### config.mk
export PLATFORM = sky130hd
export DESIGN_NAME = operand_entry_ctrl
export DESIGN_NICKNAME = d
export VERILOG_FILES = /design/src/rtl/operand_entry_ctrl.sv
export SDC_FILE = /design/constraint.sdc
export NUM_CORES = 1
export LEC_CHECK = 0
export BUFFER_PORTS_ARGS = -buffer_cell sky130_fd_sc_hd__clkbuf_2
export CAP_MARGIN = 20
export CORE_ASPECT_RATIO = 0.7
export CORE_MARGIN = 5
export CORE_UTILIZATION = 40
export DETAILED_ROUTE_END_ITERATION = 16
export GPL_ROUTABILITY_DRIVEN = 0
export PLACE_DENSITY = 0.68
export SYNTH_ARGS = -nofsm -noshare
export SYNTH_HDL_FRONTEND = slang
export SYNTH_SLANG_ARGS = --single-unit
### constraint.sdc
create_clock -name clk -period 2.6 [get_ports clk]
set_input_delay 0 -clock clk [delete_from_list [all_inputs] [get_ports clk]]
set_output_delay 0 -clock clk [all_outputs]
set_load 0.03 [all_outputs]
### src/rtl/operand_entry_ctrl.sv
// rtl/operand_entry_ctrl.sv - three-button operand entry FSM with debounced inputs and registered display outputs
module operand_entry_ctrl #(
    parameter int DB_CYCLES = 1_000_000
) (
    input  logic       clk,
    input  logic       reset,
    input  logic       btn_up,
    input  logic       btn_down,
    input  logic       btn_next,
    output logic [8:0] disp_value,
    output logic [1:0] mode,
    output logic       carry_led
);

    localparam int CW = $clog2(DB_CYCLES + 1);

    typedef enum logic [1:0] {
        EDIT_A   = 2'b00,
        EDIT_B   = 2'b01,
        SHOW_SUM = 2'b10
    } state_t;

    // Bit 0 = up, bit 1 = down, bit 2 = next
    logic [2:0] raw;
    logic [2:0] sync1;
    logic [2:0] sync2;
    logic [2:0] level;
    logic [2:0] level_d;
    logic [2:0] pulse;

    assign raw = {btn_next, btn_down, btn_up};

    always_ff @(posedge clk or posedge reset) begin
        if (reset) begin
            sync1   <= '0;
            sync2   <= '0;
            level_d <= '0;
            pulse   <= '0;
        end else begin
            sync1   <= raw;
            sync2   <= sync1;
            level_d <= level;
            pulse   <= level & ~level_d;
        end
    end

    genvar gi;
    generate
        for (gi = 0; gi < 3; gi++) begin : g_db
            logic [CW-1:0] cnt;

            always_ff @(posedge clk or posedge reset) begin
                if (reset) begin
                    cnt       <= '0;
                    level[gi] <= 1'b0;
                end else if (sync2[gi] == level[gi]) begin
                    cnt <= '0;
                end else if (cnt == CW'(DB_CYCLES - 1)) begin
                    cnt       <= '0;
                    level[gi] <= ~level[gi];
                end else begin
                    cnt <= cnt + CW'(1);
                end
            end
        end
    endgenerate

    logic   up_p;
    logic   down_p;
    logic   next_p;
    state_t state_q;
    state_t state_n;
    logic [7:0] a_q;
    logic [7:0] a_n;
    logic [7:0] b_q;
    logic [7:0] b_n;
    logic [8:0] sum;

    assign up_p   = pulse[0];
    assign down_p = pulse[1];
    assign next_p = pulse[2];
    assign sum    = {1'b0, a_q} + {1'b0, b_q};

    always_ff @(posedge clk or posedge reset) begin
        if (reset) begin
            state_q <= EDIT_A;
            a_q     <= '0;
            b_q     <= '0;
        end else begin
            state_q <= state_n;
            a_q     <= a_n;
            b_q     <= b_n;
        end
    end

    // next wins over up/down; up and down together cancel
    always_comb begin
        state_n = state_q;
        a_n     = a_q;
        b_n     = b_q;
        case (state_q)
            EDIT_A: begin
                if (next_p) begin
                    state_n = EDIT_B;
                end else if (up_p && !down_p) begin
                    a_n = a_q + 8'd1;
                end else if (down_p && !up_p) begin
                    a_n = a_q - 8'd1;
                end
            end
            EDIT_B: begin
                if (next_p) begin
                    state_n = SHOW_SUM;
                end else if (up_p && !down_p) begin
                    b_n = b_q + 8'd1;
                end else if (down_p && !up_p) begin
                    b_n = b_q - 8'd1;
                end
            end
            SHOW_SUM: begin
                if (next_p) begin
                    state_n = EDIT_A;
                    a_n     = '0;
                    b_n     = '0;
                end
            end
            default: begin
                state_n = EDIT_A;
            end
        endcase
    end

    always_ff @(posedge clk or posedge reset) begin
        if (reset) begin
            disp_value <= '0;
            mode       <= 2'b00;
            carry_led  <= 1'b0;
        end else begin
            mode      <= state_q;
            carry_led <= (state_q == SHOW_SUM) && sum[8];
            case (state_q)
                EDIT_A:   disp_value <= {1'b0, a_q};
                EDIT_B:   disp_value <= {1'b0, b_q};
                SHOW_SUM: disp_value <= sum;
                default:  disp_value <= '0;
            endcase
        end
    end

endmodule

==> impl_metrics.tcl, run 1 <==
set metrics [dict create \
    hold_path_class "in2reg" \
    n_antenna_cell 0 \
    synthDistinctLibCells 47 \
    hold_viol 0 \
    power.density_nw_per_um2 511 \
    dp_hpwl_mm 7.67 \
    synth_xor_area_share_pct 11.3 \
    path_common_cell "ha_1" \
    syn_avg_cell_area_um2 9.96 \
    insertion_delay_ns 0.35 \
    cts_buffers 9 \
    slowest_delay_ns 0.37 \
    worst-path-buf-inv 2 \
    grt_start_max_net_pins 41 \
    crit_chain "inv_1 -> ha_1 -> clkinvlp_4 -> ha_1 -> nor2b_1 -> o21ai_0 -> a21oi_1 -> o31a_1 -> o41ai_1" \
    synthAdderAreaFrac_pct 6.71 \
    synth_top_area_share_pct 49.0 \
    synth_top_area_cell "dfrtp_1" \
    finalSetupTns_ns 0 \
    p_leak_nw 2.74 \
    cts_sinks 105 \
    p_comb_share_pct 2.6 \
    synth_enable_flop_cells 0 \
    synthCells 539 \
    utilization_pct 46.3 \
    crit_type "reg2reg" \
    status "finished clean" \
    first_pass_iters 4 \
    timing.rr.start "pulse[1]" \
    grt_pass1_vias 4058 \
    htree_levels 3 \
    worst_ep_required_time_ns 2.83 \
    ys_seq_area_share_pct 49.0 \
    wl_per_cell_um 14.4 \
    yosys_warnings 0 \
    fin_crit_sh_pct 92.1 \
    synth-simple-area-share_pct 21.3 \
    synth_top_family_by_area "simple AND/OR/NAND/NOR gates" \
    io_buffers 16 \
    reg2regPathDepth 9 \
    dr_total_vias 3963 \
    dieArea_um2 15900 \
    vdd_drop_max_mv 0.298 \
    antenna_found_initial 0 \
    synth_common_cells "dfrtp_1, nor2_1, nand2_1" \
    drtIter0Drc 194 \
    area_delta_synth_final_pct 13.3 \
    netSwitchingFraction_pct 22.0 \
    clockRootBuffer "clkbuf_16" \
    min_from "btn_next" \
    ioPinCount 17 \
    setup_viol 0 \
    cts_tree "done" \
    r2r_slack_ns 0.20 \
    power.share.clock_pct 43.9 \
    floorplan.initialDensity_pct 40.8 \
    gr-usage-met1_pct 20.6 \
    grt_pass1_wl_mm 19.1 \
    die_h_um 107 \
    hold-path-endpoint "sync1[2]" \
    ant_nets 0 \
    slew_violations 0 \
    crit_path_end_kind "flop" \
    synthMuxAreaShare_pct 2.54 \
    hold_ws_ns 0.294 \
    critPathSlowestCell "ha_1" \
    syn_nets 571 \
    synthTopCellsByArea "dfrtp_1, xor2_1, ha_1, nor2_1, xnor2_1" \
    cp.arrival_ns 2.63 \
    period_minus_slack_ns 2.40 \
    wirelength_mm 10.7 \
    cap_violations 0 \
    nets 608 \
    r2r-end "a_q[6]" \
    drc 0 \
    synth-async-reset-ratio_pct 100 \
    synth_compound_area_share_pct 7.09 \
    synthesis.area_um2 5370 \
    crit_fanout 8 \
    grtUsageTotal_pct 14.6 \
    yosys_most_used_dff "dfrtp_1" \
    cp-start-kind "flop" \
    die_x_um 148 \
    grtUsageMet2_pct 22.1 \
    whs_path_depth 2 \
    timing.fmax_ghz 0.418 \
    yosysMostFrequentCell "dfrtp_1" \
    vias_per_cell 5.31 \
    yosys_register_bits 105 \
    slew_headroom_pct 43.1 \
    fill_cells 1223 \
    internal-power_w 0.00242 \
    critPathTopFamily "compound AO/OA/AOI/OAI gates" \
    grt_overflow 0 \
    drive_gt1_share_pct 10.5 \
    num_rows 35 \
    ctsLongestPathBuffers 2 \
    p_seq_share_pct 53.5 \
    coreArea_um2 13100 \
    dp_cells 723 \
    busiest_layer "met2" \
    rsz0062_at_grt "false" \
    power_switching_w 0.000685 \
    stdcell_count 746 \
    finalClockSkew_ns 0.00961 \
    met3_usage_pct 3.97 \
    clk_pin_slew_ns 0.07 \
    worst_pin_slew_ns 0.851 \
]
## registers in the layout, indices dropped and copies added (netlist names)
signal	cells
carry_led	1
level_d	3
disp_value	9
sync1	3
b_q	8
level	3
a_q	8
mode	2
sync2	3
pulse	3
state_q	2
g_db.cnt	60
## per-layer routing
metal | vias up | wire [um]
li1 | 1939 | -
met1 | 1925 | 5290
met2 | 85 | 4770
met3 | 14 | 561
met4 | 0 | 92
met5 | - | 0
## power groups by stage
stage | sequential [W] | clock, W | combinational, W
floorplan | 0.00169 | 0 | 0.0000576
global placement | 0.00169 | 0 | 0.0000779
detailed placement | 0.00169 | 0 | 0.0000810
CTS | 0.00166 | 0.00139 | 0.0000858
global route | 0.00167 | 0.00147 | 0.0000975
finish | 0.00166 | 0.00136 | 0.0000817
## worst max-delay path by stage
stage	endpoint	slack, ns	depth (start not counted)	from
CTS	b_q[6]	0.1	8	pulse[0]
finish	a_q[6]	0.20	9	pulse[1]
global placement	b_q[6]	0.26	8	pulse[0]
floorplan	b_q[6]	0.25	8	pulse[0]
global route	b_q[6]	0.04	9	pulse[1]
detailed placement	b_q[6]	0.13	8	pulse[0]
## final cells by class
cell class / count / area (um2) / area share, %
sequential: 105 / 2630 / 43.2
multi-input combinational: 404 / 2630 / 43.2
timing repair buffer: 37 / 248 / 4.08
tap: 166 / 208 / 3.42
clock buffer: 10 / 229 / 3.77
inverter: 19 / 78.8 / 1.30
clock inverter: 5 / 61.3 / 1.01
## kinds of logic after synthesis
kind of cell | Yosys count
and+or+nand+nor | 236
DFF | 105
xor gates and xnor gates | 69
AOI/OAI and AO/OA | 59
buffers and inverters | 30
adders and majority gates | 27
muxes | 13
## what timing repair did
item,4_1_cts,5_1_grt
hold endpoints to repair,39,0
resized for setup,0,3
endpoints found under the setup margin,0,2
buffers inserted,0,4
hold buffers,4,0
## through the flow
| step | power (W) | instance area (um2) | setup slack (ns) |
|---|---|---|---|
| CTS | 0.00314 | 6040 | 0.0954 |
| global route | 0.00323 | 6080 | 0.0427 |
| detailed placement | 0.00178 | 5710 | 0.133 |
| finish | 0.00311 | 6080 | 0.205 |
| floorplan | 0.00175 | 5370 | 0.248 |
| global placement | 0.00177 | 5710 | 0.258 |
## placed cells by master, fill, tap and decap left out, types with 3 or more instances in the layout
cell           synthesis  routed
a21o_1                 3       3
a21oi_1               14      13
a22o_1                 3       3
and3_1                12      12
and4_1                 6       6
buf_4                  0      17
clkbuf_16              0       9
clkbuf_2               0      16
dfrtp_1              105     105
dlygate4sd3_1          0       4
fa_1                   3       3
ha_1                  24      24
inv_1                 18      16
inv_6                  0       3
mux2_2                 5       5
mux2i_1                8       8
nand2_1               46      46
nand3_1               27      27
nand4_1               16      16
nor2_1                80      80
nor2b_1                9       9
nor3_1                14      14
nor4_1                 9       9
o21ai_0               15      14
o22ai_1                6       6
o31a_1                 4       4
o41ai_1                3       3
or2_2                  4       4
xnor2_1               33      33
xor2_1                36      36
(Power assumes the default switching activity.)
==> inputs of run 2 (changes only) <==
Settings changed: CTS_BUF_LIST set to sky130_fd_sc_hd__clkbuf_4, SLEW_MARGIN set to 10.
==> run 2 against run 1 <==
Largest power group unchanged. Register-to-register slack worse by 0.04 ns. Clock-buffer cell count stayed put. First-iteration DRC count is 20% higher. Core utilization is 1.2 points lower. Clock skew is 0.0096 ns higher. Critical path type unchanged. Non-clock buffer count stayed put. Fmax is 1.5% lower. Wire length is 1.4% lower. Critical endpoint unchanged. Total power is 16% lower. Cell area is 2.5% lower. Critical path depth stayed put.
==> impl_metrics.tcl, run 2 (same netlist as run 1, synthesis figures left out) <==
set metrics [dict create \
    drive_gt1_share_pct 10.7 \
    whs_path_depth 2 \
    crit_type "reg2reg" \
    first_pass_iters 7 \
    ctsLongestPathBuffers 2 \
    hold_viol 0 \
    path_common_cell "ha_1" \
    vias_per_cell 5.29 \
    grtUsageTotal_pct 14.5 \
    slowest_delay_ns 0.39 \
    grt_pass1_wl_mm 18.9 \
    rsz0062_at_grt "false" \
    status "finished clean" \
    cts_sinks 105 \
    worst_pin_slew_ns 0.856 \
    n_antenna_cell 0 \
    slew_violations 0 \
    drc 0 \
    reg_top3 "g_db.cnt x60, disp_value x9" \
    area_delta_synth_final_pct 10.4 \
    fill_cells 1249 \
    die_x_um 148 \
    final_cell_mix "dfrtp_1, nor2_1, nand2_1" \
    grt_pass1_vias 4015 \
    antenna_found_initial 0 \
    cp.arrival_ns 2.78 \
    hold_ws_ns 0.174 \
    timing.fmax_ghz 0.411 \
    min_from "btn_next" \
    coreArea_um2 13100 \
    p_leak_nw 2.68 \
    nets 608 \
    slew_headroom_pct 42.8 \
    crit_path_end_kind "flop" \
    wl_per_cell_um 14.2 \
    timing.rr.start "pulse[1]" \
    dp_hpwl_mm 7.67 \
    ant_nets 0 \
    dieArea_um2 15900 \
    finalClockSkew_ns 0.0192 \
    cap_violations 0 \
    drtIter0Drc 232 \
    crit_fanout 8 \
    insertion_delay_ns 0.46 \
    layout_commonest_cell "dfrtp_1" \
    htree_levels 3 \
    hold_path_class "in2reg" \
    finalSetupTns_ns 0 \
    clk_pin_slew_ns 0.16 \
    worst_ep_required_time_ns 2.95 \
    r2r_slack_ns 0.17 \
    crit_chain "inv_1 -> ha_1 -> clkinvlp_4 -> ha_1 -> nor2b_1 -> o21ai_0 -> a21oi_1 -> o31a_1 -> o41ai_1" \
    floorplan.initialDensity_pct 40.8 \
    cts_tree "done" \
    die_h_um 107 \
    grt_overflow 0 \
    r2r-end "a_q[6]" \
    largest_reg_flops 60 \
    period_minus_slack_ns 2.43 \
    grt_start_max_net_pins 41 \
    power.density_nw_per_um2 439 \
    reg2regPathDepth 9 \
    setup_viol 0 \
    ioPinCount 17 \
    cp-start-kind "flop" \
    num_rows 35 \
    wirelength_mm 10.6 \
    cts_buffers 9 \
    critPathSlowestCell "dfrtp_1" \
    vdd_drop_max_mv 0.243 \
    io_buffers 16 \
    hold-path-endpoint "sync1[2]" \
    fin_crit_sh_pct 93.5 \
    clockRootBuffer "clkbuf_4" \
    dr_total_vias 3943 \
    largest_register "g_db.cnt" \
]
-- run 2: cell types whose count changed in the layout (fill, tap and decap cells not counted) --
cell       change
clkbuf_1       -1
clkbuf_4      +10
clkbuf_16      -9
-- run 2: power by group --
part | total, W | switching (W) | internal, W
Combinational | 0.0000815 | 0.0000575 | 0.0000240
Sequential | 0.00166 | 0.0000151 | 0.00165
Clock | 0.000852 | 0.000543 | 0.000309
Total | 0.00260 | 0.000615 | 0.00198
-- run 2: worst max-delay path by stage --
| stage | from | to | cells past startpoint | slack (ns) |
|---|---|---|---|---|
| global placement | pulse[0] | b_q[6] | 8 | 0.26 |
| CTS | pulse[0] | b_q[6] | 8 | 0.08 |
| finish | pulse[1] | a_q[6] | 9 | 0.17 |
| detailed placement | pulse[0] | b_q[6] | 8 | 0.13 |
| floorplan | pulse[0] | b_q[6] | 8 | 0.25 |
| global route | pulse[1] | b_q[6] | 9 | 0.02 |
-- run 2: through the flow --
step	power, W	utilization (%)	cells	setup WS [ns]	area [um2]
final	0.00260	45.1	746	0.168	5920
after global routing	0.00272	45.1	746	0.0231	5920
after CTS	0.00264	44.8	742	0.0810	5890
after detailed placement	0.00178	43.5	723	0.133	5710
after global placement	0.00177	43.5	723	0.258	5710
after floorplan	0.00175	-	539	0.248	5370
-- run 2: timing repair --
item / 4_1_cts / 5_1_grt
endpoints found under the hold margin: 39 / 0
gates resized for setup: 0 / 3
setup buffers: 0 / 4
hold buffers: 4 / 0
endpoints found under the setup margin: 0 / 2
-- run 2: metal layers --
metal	global-route usage (%)	vias to the layer above	wire (um)
met1	20.5	1916	5210
li1	-	1944	-
met2	22.0	70	4700
met3	3.93	13	535
met5	0	-	0
met4	3.76	0	116
-- run 2: cell type report --
class	instances	area [um2]	area share (%)
clock buffer	10	75.1	1.27
clock inverter	5	61.3	1.03
inverter	19	78.8	1.33
multi-input combinational	404	2630	44.3
sequential	105	2630	44.4
tap	166	208	3.51
timing repair buffer	37	248	4.18
-- run 2: worst max-delay path: cells and delay by family, from the launching register on --
| family | cells | cell delay (ns) |
|---|---|---|
| fa+ha+maj | 2 | 0.58 |
| compound gates | 4 | 0.94 |
| buf+inv | 2 | 0.25 |
| flops | 1 | 0.39 |
| simple gates | 1 | 0.16 |
==> inputs of run 3 (changes only) <==
Settings changed: CELL_PAD_IN_SITES_DETAIL_PLACEMENT set to 1, CELL_PAD_IN_SITES_GLOBAL_PLACEMENT set to 1, PLACE_DENSITY 0.68 to 0.78.
Clock period 2.6 ns to 2.8 ns, I/O delays scaled along.
==> run 3 against run 2 <==
Critical path depth is 1 lower. Clock-buffer cell count is 2 higher. Hold slack better by 0.0020 ns.
==> impl_metrics.tcl, run 3 (same netlist as run 1, synthesis figures left out) <==
set metrics [dict create \
    grt_start_max_net_pins 62 \
    cts_buffers 9 \
    reg_top3 "g_db.cnt x60, disp_value x9" \
    dieArea_um2 15900 \
    rsz0062_at_grt "false" \
    wirelength_mm 11.7 \
    first_pass_iters 4 \
    clk_pin_slew_ns 0.16 \
    setup_viol 0 \
    cp-start-kind "flop" \
    cts_tree "done" \
    finalClockSkew_ns 0.0183 \
    post-cts-setup-buffer-count 0 \
    cp.arrival_ns 2.77 \
    worst_pin_slew_ns 0.783 \
    grt_overflow 0 \
    drtIter0Drc 115 \
    dr_total_vias 3964 \
    worst_ep_required_time_ns 3.15 \
    slew_headroom_pct 47.8 \
    utilization_pct 44.6 \
    area_delta_synth_final_pct 9.14 \
    io_buffers 16 \
    nets 599 \
    crit_type "reg2reg" \
    largest_reg_flops 60 \
    power.density_nw_per_um2 411 \
    ioPinCount 17 \
    hold_viol 0 \
    num_rows 35 \
    dp_hpwl_mm 8.53 \
    htree_levels 3 \
    grt_pass1_vias 4274 \
    finalSetupTns_ns 0 \
    vdd_drop_max_mv 0.161 \
    crit_fanout 10 \
    netSwitchingFraction_pct 23.1 \
    clockRootBuffer "clkbuf_4" \
    layout_commonest_cell "dfrtp_1" \
    hold_path_class "in2reg" \
    timing.fmax_ghz 0.413 \
    ctsLongestPathBuffers 2 \
    power_switching_w 0.000556 \
    vias_per_cell 5.38 \
    antenna_found_initial 0 \
    drive_gt1_share_pct 8.93 \
    die_x_um 148 \
    slew_violations 0 \
    internal-power_w 0.00185 \
    crit_path_end_kind "flop" \
    reg2regPathDepth 8 \
    n_antenna_cell 0 \
    cap_violations 0 \
    ctsHoldBuffers 4 \
    final_cell_mix "dfrtp_1, nor2_1, nand2_1" \
    p_leak_nw 2.64 \
    grtUsageTotal_pct 15.9 \
    p_seq_share_pct 64.2 \
    die_h_um 107 \
    wl_per_cell_um 15.9 \
    insertion_delay_ns 0.46 \
    p_comb_share_pct 3.1 \
    floorplan.initialDensity_pct 40.8 \
    whs_path_depth 2 \
    cts_sinks 105 \
    status "finished clean" \
    grt_pass1_wl_mm 20.7 \
    drc 0 \
    fin_crit_sh_pct 86.4 \
    largest_register "g_db.cnt" \
    power.share.clock_pct 32.7 \
    period_minus_slack_ns 2.42 \
    ant_nets 0 \
    coreArea_um2 13100 \
    post_cts_resize_count 0 \
]
[run 3: metal layers]
| layer | routed length (um) | track usage [%] |
|---|---|---|
| met3 | 260 | 3.68 |
| met4 | 43 | 3.16 |
| met5 | 0 | 0 |
| met1 | 5930 | 22.0 |
| met2 | 5480 | 25.8 |
[run 3: through the flow]
stage	setup slack [ns]	area [um2]	power, W	instances	hold WS [ns]
after floorplan	0.0395	5370	0.00162	539	0.0314
after global placement	0.490	5680	0.00164	718	0.111
after detailed placement	0.405	5680	0.00165	718	0.111
after CTS	0.372	5860	0.00245	737	0.142
after global routing	0.153	5860	0.00253	737	0.140
final	0.380	5860	0.00241	737	0.176
[run 3: final cells by class]
type / instances / area, um2
Fill cell: 1540 / 7280
Sequential cell: 105 / 2630
Multi-Input combinational cell: 404 / 2620
Tap cell: 166 / 208
Timing Repair Buffer: 28 / 193
Clock buffer: 12 / 90.1
Inverter: 19 / 73.8
Clock inverter: 3 / 42.5
[run 3: power by group through the flow]
stage	clock network, W	logic, W	registers [W]
after floorplan	0	0.0000532	0.00157
after global placement	0	0.0000723	0.00157
after detailed placement	0	0.0000753	0.00157
after CTS	0.000825	0.0000800	0.00155
after global routing	0.000887	0.0000913	0.00155
final	0.000786	0.0000755	0.00155
[run 3: worst max-delay path: stages, from the launching register on]
cell and delay [ns]:
dfrtp_1 0.39, ha_1 0.22, inv_1 0.27, ha_1 0.34, nor2b_1 0.15, o21ai_0 0.19, a21boi_0 0.18, o2111ai_1 0.21
or3b_1 0.37
[run 3: final timing paths]
path	start	endpoint	slack, ns
min in group asynchronous	reset	sync1[2]	0.23
min	btn_up	sync1[0]	0.18
max in group asynchronous	reset	g_db[1].cnt[5]	1.88
max reg2reg	pulse[0]	b_q[6]	0.38
min reg2reg	sync1[2]	sync2[2]	0.37
max	pulse[0]	b_q[6]	0.38
